--- config.mk ---
export PLATFORM = sky130hd
export DESIGN_NAME = mux_arb_reg_flat
export DESIGN_NICKNAME = d
export VERILOG_FILES = /design/src/rtl/mux_arb_reg_if.sv /design/src/rtl/mux_arb_reg.sv /design/src/flat_wrapper.sv
export SDC_FILE = /design/constraint.sdc
export NUM_CORES = 1
export LEC_CHECK = 0
export ABC_CLOCK_PERIOD_IN_PS = 5450
export BUFFER_PORTS_ARGS = -buffer_cell sky130_fd_sc_hd__buf_4
export CAP_MARGIN = 20
export CORE_UTILIZATION = 44
export CTS_BUF_LIST = sky130_fd_sc_hd__clkbuf_4
export CTS_CLUSTER_DIAMETER = 40
export CTS_CLUSTER_SIZE = 30
export DETAILED_ROUTE_END_ITERATION = 12
export PLACE_DENSITY = 0.94
export SYNTH_ARGS = -nofsm -noshare
export SYNTH_HDL_FRONTEND = slang
export SYNTH_SLANG_ARGS = --single-unit
--- constraint.sdc ---
create_clock -name i_clk -period 5.45 [get_ports i_clk]
set_input_delay 0.8175 -clock i_clk [delete_from_list [all_inputs] [get_ports i_clk]]
set_output_delay 0.8175 -clock i_clk [all_outputs]
set_load 0.01 [all_outputs]
--- src/rtl/mux_arb_reg_if.sv ---
// Handshake bundle for mux_arb_reg: CH valid/ready input streams, one registered output stream.
// o_chid is present only when MUX_ARB_CHID_EN is defined.
interface mux_arb_reg_if #(
  parameter int WIDTH = 32,
  parameter int CH    = 4
);
  localparam int CW = (CH > 1) ? $clog2(CH) : 1;

  logic                  i_mode;
  logic [CH-1:0]         i_valid;
  logic [CH-1:0]         o_ready;
  logic [CH*WIDTH-1:0]   i_data;
  logic                  o_valid;
  logic                  i_ready;
  logic [WIDTH-1:0]      o_data;
`ifdef MUX_ARB_CHID_EN
  logic [CW-1:0]         o_chid;
`endif

  modport master (
    output i_mode, i_valid, i_data, i_ready,
    input  o_ready, o_valid, o_data
`ifdef MUX_ARB_CHID_EN
    , input o_chid
`endif
  );

  modport slave (
    input  i_mode, i_valid, i_data, i_ready,
    output o_ready, o_valid, o_data
`ifdef MUX_ARB_CHID_EN
    , output o_chid
`endif
  );
endinterface

--- src/rtl/mux_arb_reg.sv ---
// Registered CH-channel arbitrating mux: round-robin (i_mode=0) or fixed lowest-index priority (i_mode=1).
// Optional macro MUX_ARB_CHID_EN adds the o_chid source-channel register.
module mux_arb_reg #(
  parameter int WIDTH = 32,
  parameter int CH    = 4
) (
  input  logic          i_clk,
  input  logic          i_rst,
  mux_arb_reg_if.slave  bus
);
  localparam int CW = (CH > 1) ? $clog2(CH) : 1;

  logic [CW-1:0]    ptr_p0;
  logic             vld_p0;
  logic [WIDTH-1:0] data_p0;
`ifdef MUX_ARB_CHID_EN
  logic [CW-1:0]    chid_p0;
`endif

  logic             load;
  logic             hit;
  logic [CW-1:0]    start;
  logic [CW-1:0]    cand;
  logic [CW-1:0]    sel;
  logic [CW-1:0]    ptr_nxt;
  logic [CH-1:0]    grant;
  logic [WIDTH-1:0] data_sel;
  int               idx;

  assign load  = !vld_p0 || bus.i_ready;
  // Fixed priority is a rotating search that always starts at channel 0.
  assign start = bus.i_mode ? '0 : ptr_p0;

  always_comb begin
    hit  = 1'b0;
    sel  = '0;
    cand = '0;
    idx  = 0;
    for (int k = 0; k < CH; k++) begin
      idx = int'(start) + k;
      if (idx >= CH) idx = idx - CH;
      cand = CW'(idx);
      if (!hit && bus.i_valid[cand]) begin
        hit = 1'b1;
        sel = cand;
      end
    end
  end

  assign grant       = hit ? (CH'(1) << sel) : '0;
  assign bus.o_ready = (load && !i_rst) ? grant : '0;
  assign data_sel    = bus.i_data[int'(sel)*WIDTH +: WIDTH];
  assign ptr_nxt     = (sel == CW'(CH-1)) ? '0 : sel + 1'b1;

  // Stage p0: output register and round-robin pointer
  always_ff @(posedge i_clk) begin
    if (i_rst) begin
      vld_p0  <= 1'b0;
      data_p0 <= '0;
      ptr_p0  <= '0;
`ifdef MUX_ARB_CHID_EN
      chid_p0 <= '0;
`endif
    end else if (load) begin
      vld_p0 <= hit;
      if (hit) begin
        data_p0 <= data_sel;
        ptr_p0  <= ptr_nxt;
`ifdef MUX_ARB_CHID_EN
        chid_p0 <= sel;
`endif
      end
    end
  end

  assign bus.o_valid = vld_p0;
  assign bus.o_data  = data_p0;
`ifdef MUX_ARB_CHID_EN
  assign bus.o_chid  = chid_p0;
`endif
endmodule
--- src/flat_wrapper.sv ---
// flat-port wrapper written by rule: the top's interface ports become plain ports
module mux_arb_reg_flat 
#(
  parameter int WIDTH = 32,
  parameter int CH    = 4
)
  (i_clk, i_rst, bus_i_mode, bus_i_valid, bus_i_data, bus_i_ready, bus_o_ready, bus_o_valid, bus_o_data);
  mux_arb_reg_if #(.WIDTH(WIDTH), .CH(CH)) bus_i ();
  input  logic i_clk;
  input  logic i_rst;
  input wire logic [$bits(bus_i.i_mode)-1:0] bus_i_mode;
  input wire logic [$bits(bus_i.i_valid)-1:0] bus_i_valid;
  input wire logic [$bits(bus_i.i_data)-1:0] bus_i_data;
  input wire logic [$bits(bus_i.i_ready)-1:0] bus_i_ready;
  output wire logic [$bits(bus_i.o_ready)-1:0] bus_o_ready;
  output wire logic [$bits(bus_i.o_valid)-1:0] bus_o_valid;
  output wire logic [$bits(bus_i.o_data)-1:0] bus_o_data;
  assign bus_i.i_mode = bus_i_mode;
  assign bus_i.i_valid = bus_i_valid;
  assign bus_i.i_data = bus_i_data;
  assign bus_i.i_ready = bus_i_ready;
  assign bus_o_ready = bus_i.o_ready;
  assign bus_o_valid = bus_i.o_valid;
  assign bus_o_data = bus_i.o_data;
  mux_arb_reg #(.WIDTH(WIDTH), .CH(CH)) u_core (.i_clk(i_clk), .i_rst(i_rst), .bus(bus_i));
endmodule
==> summary.md, run 1 <==
| Metric | Value |
|---|---|
| Run status | `complete, no violations` |
| Yosys synthesis warning count | `0` |
| Hold violation total from the final report | `0` |
| Gate count of the mapped netlist | `309` |
| Number of max-cap violations | `0` |
| Cell Pwr Density | `230 nW/µm²` |
| Insertion delay of the later-clocked pin in the worst-skew pair | `0.34 ns` |
| Area of the core | `about 5900 µm²` |
| Global-route wire length before repair | `12800 µm` |
| Post-CTS resize count | `0` |
| Number of standard cells in the layout, taps in and fillers out | `538` |
| Number of hold buffers added after CTS | `0` |
| Wire length per cell | `15.9 µm` |
| Distinct cell type count after synthesis | `44` |
| Actual transition at the worst max-transition pin | `1.01 ns` |
| Data arrival time of the critical path | `3.10 ns` |
| Num CTS Buffers | `5` |
| Post-Syn Area per Cell | `approximately 8.7 µm²` |
| Grt ovf | `0` |
| Number of endpoints failing setup at the final stage | `0` |
| Synth top area cells | `dfxtp_1, mux2i_1, o211ai_2` |
| Critical Path Sink Type | `output pin` |
| Number of storage elements in the synthesis netlist | `35` |
| Cell with the largest stage delay on the worst path | `o22ai_4` |
| Post-detailed-route count of antenna-violating nets | `0` |
| Worst hold path class | `flop to flop` |
| X dimension of the die | `80.0 µm` |
| Max IR drop VDD | `around 0.13 mV` |
| Max H-tree Level | `2` |
| Startpoint of the worst hold path | `u_core.bus.o_data[20]` |
| Fraction of layout cells with a size suffix above 1 | `47.5%` |
| Most common flop cell mapped by yosys | `dfxtp_1` |
| Post-synth top cells | `dfxtp_1, mux2i_1, nand2_1` |
| Largest stage delay, worst path | `about 0.75 ns` |
| Growth of design area from synthesis to finish | `48.4%` |
| Worst setup SP type | `primary input` |
| Synth async-reset ratio | `0%` |
| Vias in the first global route | `2860` |
| CTS tree | `yes` |
| Root Buffer | `clkbuf_4` |
| Iteration-0 DRC Markers | `102` |
| Vias after detailed routing | `approximately 3000` |
| Final slew viol count | `0` |
| Top cell type's share of synthesized area | `about a quarter` |
| Initial antenna violation count | `0` |
| Placed Cells incl. Taps | `530` |
| Ratio of final minimum period to clock period | `approximately 70%` |
| Fin crit period | `3.92 ns` |
| Routed WL | `about 8600 µm` |
| Initial cell density of the core | `between 40% and 50%` |
| Core Rows | `28` |
| Share of synthesized area occupied by flip-flops and latches | `26.2%` |
| Fillers | `between 400 and 500` |
| Final setup TNS | `0 ns` |
| Chip Height | `80.0 µm` |
| Total non-filler cell area in the finished layout | `3970 µm²` |
| Clock-pin slew of the registers on the worst-case setup and hold paths | `between 0.1 and 0.15 ns` |
| Maximum number of pins on one net before global-route repair | `37` |
| Worst-case clock buffer depth | `2` |
| Number of nets in the layout | `599` |
| Leakage power | `0.00190 µW` |
| Total inserted antenna cells | `0` |
| Final-layout worst hold slack | `approximately 0.48 ns` |
| Critical-path cell list | `buf_4 -> nand2b_4 -> o21a_1 -> o22ai_4 -> nand2_8 -> ha_1 -> and2_1 -> buf_4` |
| Router iterations before antenna repair | `4` |
| Sinks on the clock net | `35` |
| Nets in the synthesized netlist | `approximately 450` |
| Worst flop-to-flop path startpoint | `u_core.ptr_p0[0]` |
| Placed standard-cell area | `3900 µm²` |
| Max Clock Skew | `0.00904 ns` |
| Via-per-instance ratio | `5.61` |
| Crit path kind | `primary input to output pin` |
| Cell type contributing the most total cell area after synthesis | `dfxtp_1` |
| Required time worst endpoint | `4.63 ns` |
| Most used cell, CP | `buf_4` |
| F_max | `255 MHz` |
| Post-route DRC | `0` |
| Gr usage total | `25.5%` |
| IO Pins | `173` |
| Die area | `6400 µm²` |
| Number of enable-type register cells in the synthesized netlist | `0` |
| Final HPWL DP | `6290 µm` |
| RSZ-0062 raised after global routing | `no` |
| Crit path max fanout | `36` |
| Worst slew slack as a fraction of its limit | `32.4%` |
| Count of input and output buffers | `172` |
| Worst setup startpoint | `bus_i_mode` |
| Synthesized area | `2680 µm²` |
| Total setup buffers inserted after CTS | `0` |
| GP Congestion | `0.896` |
[layout by cell type, fill, tap and decap left out, types with 2 or more instances in the layout]
cell type,instances
nand2_1,35
nand3_1,31
buf_4,177
inv_1,2
a21o_1,31
nor2b_1,5
a21oi_1,5
o211ai_2,27
nor3b_1,2
nor2_1,8
clkbuf_4,5
o211ai_1,4
dfxtp_1,35
o21bai_1,2
mux2i_1,35
o21ai_0,32
[state kept, by name, summed over array words and instances (netlist names)]
register and flops:
u_core.bus.o_valid 1, u_core.bus.o_data 32, u_core.ptr_p0 2
[power by group]
group | switching [µW] | internal (µW)
clock | 94.1 | 94.4
combinational | 193 | 209
sequential | 27.1 | 297
total | 314 | 600
[metal layers]
| layer | GRT usage (%) | up-vias | routed length, µm |
|---|---|---|---|
| li1 | - | 1439 | - |
| met1 | 26.9 | 1402 | 3140 |
| met2 | 48.1 | 162 | 4540 |
| met3 | 6.74 | 17 | 743 |
| met4 | 8.75 | 0 | 142 |
| met5 | 0 | - | 0 |
[worst max-delay path, delay by kind of cell]
family | cells | cell delay, ns
AOI/OAI and AO/OA | 2 | 0.98
adders and majority gates | 1 | 0.32
buffers and inverters | 2 | 0.28
and+or+nand+nor | 3 | 0.68
[final timing paths]
check / to / slack, ns / cells after the start
max: bus_o_ready[3] / 1.53 / 8
min: u_core.bus.o_data[20] / 0.48 / 2
max reg2reg: u_core.ptr_p0[1] / 2.69 / 7
min reg2reg: u_core.bus.o_data[20] / 0.48 / 2
[per-stage QoR]
step	util [%]	setup WS, ns	total power, µW
detailed placement	66.2	1.54	730
global placement	66.2	1.67	714
floorplan	-	2.34	571
global route	67.5	1.39	959
CTS	67.5	1.54	918
finish	67.5	1.53	914
[layout make-up]
cell class	count	area [µm²]	share of cell area [%]
Multi-Input combinational cell	241	1770	44.5
Timing Repair Buffer	177	1330	33.4
Sequential cell	35	701	17.6
Tap cell	75	93.8	2.36
Clock inverter	3	38.8	0.976
Clock buffer	5	37.5	0.945
Inverter	2	7.51	0.189
[cells by family (layout without fill, tap and decap cells)]
| logic type | after synthesis | after routing | share of synthesized area, % |
|---|---|---|---|
| AO/OA/AOI/OAI | 114 | 114 | 34.9 |
| XOR/XNOR | 1 | 1 | 0.327 |
| adder cells (fa/ha/maj) | 1 | 1 | 0.467 |
| buffers and inverters | 33 | 187 | 8.36 |
| flip-flops | 35 | 35 | 26.2 |
| multiplexers | 35 | 35 | 13.1 |
| AND/OR/NAND/NOR | 90 | 90 | 16.7 |
No activity file was read; power rests on OpenSTA's default activity.
==> run 2, diff against run 1 <==
--- a/config.mk
+++ b/config.mk
@@ -5,7 +5,7 @@
 export SDC_FILE = /design/constraint.sdc
 export NUM_CORES = 1
 export LEC_CHECK = 0
-export ABC_CLOCK_PERIOD_IN_PS = 5450
+export ABC_CLOCK_PERIOD_IN_PS = 4010
 export BUFFER_PORTS_ARGS = -buffer_cell sky130_fd_sc_hd__buf_4
 export CAP_MARGIN = 20
 export CORE_UTILIZATION = 44
==> constraint.sdc (replaced) <==
create_clock -name i_clk -period 4.01 [get_ports i_clk]
set_input_delay 0.6015 -clock i_clk [delete_from_list [all_inputs] [get_ports i_clk]]
set_output_delay 0.6015 -clock i_clk [all_outputs]
set_load 0.01 [all_outputs]
==> summary.md, run 2 (synthesis gave the netlist of run 1 again) <==
| Metric | Value |
|---|---|
| Run status | `complete, no violations` |
| Die area | `6400 µm²` |
| Actual transition at the worst max-transition pin | `1.02 ns` |
| Router iterations before antenna repair | `4` |
| Cell Pwr Density | `298 nW/µm²` |
| Worst slew slack as a fraction of its limit | `31.8%` |
| Fraction of layout cells with a size suffix above 1 | `47.3%` |
| Worst flop-to-flop path startpoint | `u_core.ptr_p0[0]` |
| Fin crit period | `3.58 ns` |
| Leading cell type in the layout, fill and taps excluded | `buf_4` |
| Critical-path cell list | `nand2b_4 -> o21a_1 -> o22ai_4 -> nand2_8 -> ha_1 -> and2_1 -> buf_4` |
| Chip Height | `between 80 and 90 µm` |
| Insertion delay of the later-clocked pin in the worst-skew pair | `0.33 ns` |
| Number of nets in the layout | `around 600` |
| Worst setup SP type | `flop` |
| Cell class contributing the biggest share of worst-path delay | `compound AO/OA/AOI/OAI gates` |
| Gr usage total | `around 25%` |
| Cell with the largest stage delay on the worst path | `o22ai_4` |
| Max IR drop VDD | `0.187 mV` |
| RSZ-0062 raised after global routing | `no` |
| Sinks on the clock net | `35` |
| Net switching power of the design | `418 µW` |
| Highest-utilization routing layer at the global route stage | `met2` |
| Post-CTS resize count | `0` |
| Global routing usage on met2 | `50.1%` |
| Most used cells in the layout excluding fill and tap cells | `buf_4, nand2_1, mux2i_1, dfxtp_1, o21ai_0` |
| Post-detailed-route count of antenna-violating nets | `0` |
| Proportion of power drawn by combinational gates | `between 40% and 50%` |
| Area of the core | `5890 µm²` |
| Data arrival time of the critical path | `between 2 and 3 ns` |
| Number of flip-flops in the largest register | `32` |
| Growth of design area from synthesis to finish | `47.5%` |
| Vias after detailed routing | `2974` |
| Max H-tree Level | `2` |
| Number of hold buffers added after CTS | `0` |
| Internal power | `759 µW` |
| Total buffers and inverters traversed by the critical path | `1` |
| Ratio of final minimum period to clock period | `~89%` |
| Number of endpoints failing setup at the final stage | `0` |
| Number of standard cells in the layout, taps in and fillers out | `538` |
| Largest stage delay, worst path | `0.76 ns` |
| Maximum number of pins on one net before global-route repair | `37` |
| Startpoint of the worst hold path | `i_rst` |
| CTS tree | `yes` |
| Post-route DRC | `0` |
| Critical register-to-register path endpoint | `u_core.ptr_p0[1]` |
| Worst-case clock buffer depth | `2` |
| Final setup TNS | `0 ns` |
| Total setup buffers inserted after CTS | `0` |
| Grt ovf | `0` |
| R2R Setup Slk | `approximately 1.3 ns` |
| Number of instances on the worst hold path | `2` |
| Required time worst endpoint | `3.41 ns` |
| Leakage power | `0.00189 µW` |
| Iteration-0 DRC Markers | `63` |
| Initial antenna violation count | `0` |
| GP Congestion | `0.846` |
| Worst Hold End | `u_core.ptr_p0[1]` |
| IO Pins | `around 170` |
| X dimension of the die | `around 80 µm` |
| Critical Path Sink Type | `output pin` |
| Final HPWL DP | `~6300 µm` |
| Global-route wire length before repair | `12800 µm` |
| Num CTS Buffers | `5` |
| Hold violation total from the final report | `0` |
| Routed WL | `about 8400 µm` |
| Core Rows | `28` |
| Placed Cells incl. Taps | `530` |
| Number of max-cap violations | `0` |
| Count of input and output buffers | `172` |
| Crit path kind | `flop to output pin` |
| Clock-pin slew of the registers on the worst-case setup and hold paths | `0.11 ns` |
| Met1 demand-to-capacity share in global routing | `26.6%` |
| Max Clock Skew | `0.00662 ns` |
| R2r worst-path depth | `7` |
| Total inserted antenna cells | `0` |
| Initial cell density of the core | `45.5%` |
| Via-per-instance ratio | `5.53` |
| Root Buffer | `clkbuf_4` |
| Switching part of the total power | `around 35%` |
| Crit path max fanout | `36` |
| Global Route met3 Usage | `under 10%` |
| Part of the total power dissipated in sequential elements | `a little under two fifths` |
| Worst hold path class | `primary input to flop` |
| Vias in the first global route | `2864` |
| F_max | `280 MHz` |
| Wire length per cell | `around 16 µm` |
| Final slew viol count | `0` |
| Power share of the clock group | `16.5%` |
run 2: cell count changes in the layout (fill, tap and decap cells not counted):
cell	previous run	this run
clkinv_1	1	2
bufinv_16	1	0
clkbuf_4	5	6
clkinv_2	1	0
run 2: worst max path at each step:
stage / startpoint / end / slack, ns / cells after the start
after floorplan: bus_i_mode / bus_o_ready[3] / 1.34 / 9
after global placement: bus_i_mode / bus_o_ready[3] / 0.64 / 8
after detailed placement: bus_i_mode / bus_o_ready[3] / 0.55 / 8
after CTS: u_core.ptr_p0[0] / bus_o_ready[3] / 0.43 / 7
after global routing: u_core.ptr_p0[0] / bus_o_ready[3] / 0.21 / 7
final: u_core.ptr_p0[0] / bus_o_ready[3] / 0.43 / 7
run 2: area by class of cell:
cell class / instances / area, µm²
Fill cell: 507 / 1940
Multi-Input combinational cell: 241 / 1770
Timing Repair Buffer: 177 / 1330
Sequential cell: 35 / 701
Tap cell: 75 / 93.8
Clock buffer: 6 / 45.0
Clock inverter: 2 / 7.51
Inverter: 2 / 7.51
run 2: power by group through the flow:
stage	logic, µW	registers (µW)	clock network [µW]
2_1_floorplan	314	461	0
3_3_place_gp	528	444	0
3_5_place_dp	544	446	0
4_1_cts	545	440	199
5_1_grt	585	446	214
6_report	542	440	194
run 2: per-stage QoR:
stage / hold WS, ns / area (µm²) / worst slack, ns / util [%] / total power [µW]
finish: 0.467 / 3950 / 0.434 / 67.1 / 1180
global route: 0.445 / 3950 / 0.210 / 67.1 / 1250
CTS: 0.448 / 3950 / 0.428 / 67.1 / 1180
detailed placement: 0.447 / 3900 / 0.548 / 66.2 / 990
global placement: 0.447 / 3900 / 0.642 / 66.2 / 972
floorplan: 0.482 / 2680 / 1.34 / - / 775
run 2: per-layer routing:
metal  vias up  wire [µm]
met3         9        638
met2       125       4650
met4         0         81
li1       1436          -
met5         -          0
met1      1404       3070
run 2: worst register-to-register path, delay by kind of cell (launching register included):
kind | cells | cell delay (ns)
adder cells (fa/ha/maj) | 1 | 0.42
flip-flops | 1 | 0.56
AND/OR/NAND/NOR | 3 | 0.54
multiplexers | 1 | 0.13
AO/OA/AOI/OAI | 2 | 0.98
==> run 3, diff against run 2 <==
--- a/config.mk
+++ b/config.mk
@@ -13,7 +13,7 @@
 export CTS_CLUSTER_DIAMETER = 40
 export CTS_CLUSTER_SIZE = 30
 export DETAILED_ROUTE_END_ITERATION = 12
-export PLACE_DENSITY = 0.94
+export PLACE_DENSITY = 0.83
 export SYNTH_ARGS = -nofsm -noshare
 export SYNTH_HDL_FRONTEND = slang
 export SYNTH_SLANG_ARGS = --single-unit
==> summary.md, run 3 (synthesis gave the netlist of run 1 again) <==
| Metric | Value |
|---|---|
| Clock-pin slew of the registers on the worst-case setup and hold paths | `roughly 0.10 ns` |
| Run status | `complete, no violations` |
| Number of flip-flops in the largest register | `32` |
| Num CTS Buffers | `5` |
| Crit path max fanout | `36` |
| Wire length per cell | `15.8 µm` |
| Placed Cells incl. Taps | `530` |
| Critical-path cell list | `nand2b_4 -> o21a_1 -> o22ai_4 -> nand2_8 -> ha_1 -> and2_1 -> buf_4` |
| Max Clock Skew | `0.0228 ns` |
| Startpoint of the worst hold path | `i_rst` |
| Global-route wire length before repair | `12600 µm` |
| Number of max-cap violations | `0` |
| Worst slew slack as a fraction of its limit | `between 30% and 40%` |
| Worst flop-to-flop path startpoint | `u_core.ptr_p0[0]` |
| F_max | `278 MHz` |
| Post-CTS resize count | `0` |
| Met1 demand-to-capacity share in global routing | `28.6%` |
| Proportion of power drawn by combinational gates | `45.3%` |
| Final-layout worst hold slack | `0.453 ns` |
| Post-detailed-route count of antenna-violating nets | `0` |
| Worst hold path class | `primary input to flop` |
| Net switching power of the design | `424 µW` |
| Worst setup startpoint | `u_core.ptr_p0[0]` |
| Ratio of final minimum period to clock period | `89.8%` |
| Routed WL | `~8500 µm` |
| Critical Path Sink Type | `output pin` |
| Number of nets in the layout | `599` |
| Fin crit period | `3.60 ns` |
| Worst-case clock buffer depth | `2` |
| Final HPWL DP | `6250 µm` |
| Total setup buffers inserted after CTS | `0` |
| Leading cell type in the layout, fill and taps excluded | `buf_4` |
| Switching part of the total power | `a little over a third` |
| Area of the core | `5890 µm²` |
| Max H-tree Level | `2` |
| Router iterations before antenna repair | `4` |
| Initial antenna violation count | `0` |
| Fraction of layout cells with a size suffix above 1 | `47.7%` |
| Chip Height | `80.0 µm` |
| Global routing usage on met2 | `45.9%` |
| Power share of the clock group | `17.8%` |
| Growth of design area from synthesis to finish | `47.7%` |
| Utilization after layout | `67.2%` |
| Highest-utilization routing layer at the global route stage | `met2` |
| Maximum number of pins on one net before global-route repair | `37` |
| Cell Pwr Density | `302 nW/µm²` |
| Via-per-instance ratio | `roughly 5.5` |
| Grt ovf | `0` |
| Largest stage delay, worst path | `about 0.77 ns` |
| Hold violation total from the final report | `0` |
| Most used cells in the layout excluding fill and tap cells | `buf_4, nand2_1, mux2i_1, dfxtp_1, o21ai_0` |
| Final setup TNS | `0 ns` |
| Insertion delay of the later-clocked pin in the worst-skew pair | `0.36 ns` |
| Core Rows | `28` |
| Cell class contributing the biggest share of worst-path delay | `compound AO/OA/AOI/OAI gates` |
| Required time worst endpoint | `3.41 ns` |
| Vias in the first global route | `about 2800` |
| Number of hold buffers added after CTS | `0` |
| R2R Setup Slk | `1.25 ns` |
| Gr usage total | `25.3%` |
| Actual transition at the worst max-transition pin | `1.04 ns` |
| Crit path kind | `flop to output pin` |
| Leakage power | `0.00190 µW` |
| CTS tree | `yes` |
| Vias after detailed routing | `2945` |
| Total inserted antenna cells | `0` |
| Final slew viol count | `0` |
| X dimension of the die | `80.0 µm` |
| Die area | `6400 µm²` |
| Sinks on the clock net | `35` |
| IO Pins | `173` |
| Part of the total power dissipated in sequential elements | `36.9%` |
| Internal power | `between 700 and 800 µW` |
| Total buffers and inverters traversed by the critical path | `1` |
| Root Buffer | `clkbuf_4` |
| Initial cell density of the core | `a little under half` |
| Max IR drop VDD | `0.163 mV` |
| Count of input and output buffers | `172` |
| Global Route met3 Usage | `6.86%` |
| Worst setup SP type | `flop` |
| Number of endpoints failing setup at the final stage | `0` |
| Post-route DRC | `0` |
| Iteration-0 DRC Markers | `84` |
| Cell with the largest stage delay on the worst path | `o22ai_4` |
| GP Congestion | `0.798` |
| Number of standard cells in the layout, taps in and fillers out | `about 540` |
| RSZ-0062 raised after global routing | `no` |
| Data arrival time of the critical path | `3.00 ns` |
-- run 3: changes by cell type in the layout (fill, tap and decap cells not counted) --
| cell | delta |
|---|---|
| clkinv_1 | -2 |
| clkbuf_4 | +1 |
| clkinv_2 | +1 |
-- run 3: area by class of cell --
type,count,area [µm²]
inverter,2,7.51
fill,502,1930
timing repair buffer,177,1330
clock buffer,7,52.6
multi-input combinational,241,1770
clock inverter,1,5.00
tap,75,93.8
sequential,35,701
-- run 3: final timing paths --
path / endpoint / cells past startpoint
setup / recovery: bus_o_ready[3] / 7
hold / removal: u_core.ptr_p0[1] / 2
setup reg to reg: u_core.ptr_p0[1] / 7
hold reg to reg: u_core.bus.o_data[25] / 2
-- run 3: power groups by stage --
stage	sequential (µW)	combinational, µW	clock, µW
after floorplan	461	314	0
after global placement	444	530	0
after detailed placement	445	543	0
after CTS	438	544	217
after global routing	446	583	235
final	440	541	212
-- run 3: per-stage QoR --
step	area, µm²	setup slack [ns]	power, µW
2_1_floorplan	2680	1.34	775
3_3_place_gp	3900	0.600	974
3_5_place_dp	3900	0.536	988
4_1_cts	3960	0.411	1200
5_1_grt	3960	0.205	1260
6_report	3960	0.408	1190
-- run 3: routing by layer --
layer	wire length [µm]	share of wire, %
met5	0	0
met4	104	1.2
met3	703	8.3
met2	4420	52
met1	3290	39
-- run 3: worst register-to-register path, stage by stage (launching register included) --
cell      delay, ns
dfxtp_1        0.58
nand2b_4       0.11
o21a_1         0.23
o22ai_4        0.77
nand2_8        0.39
ha_1           0.41
mux2i_1        0.13
nor2_1         0.05
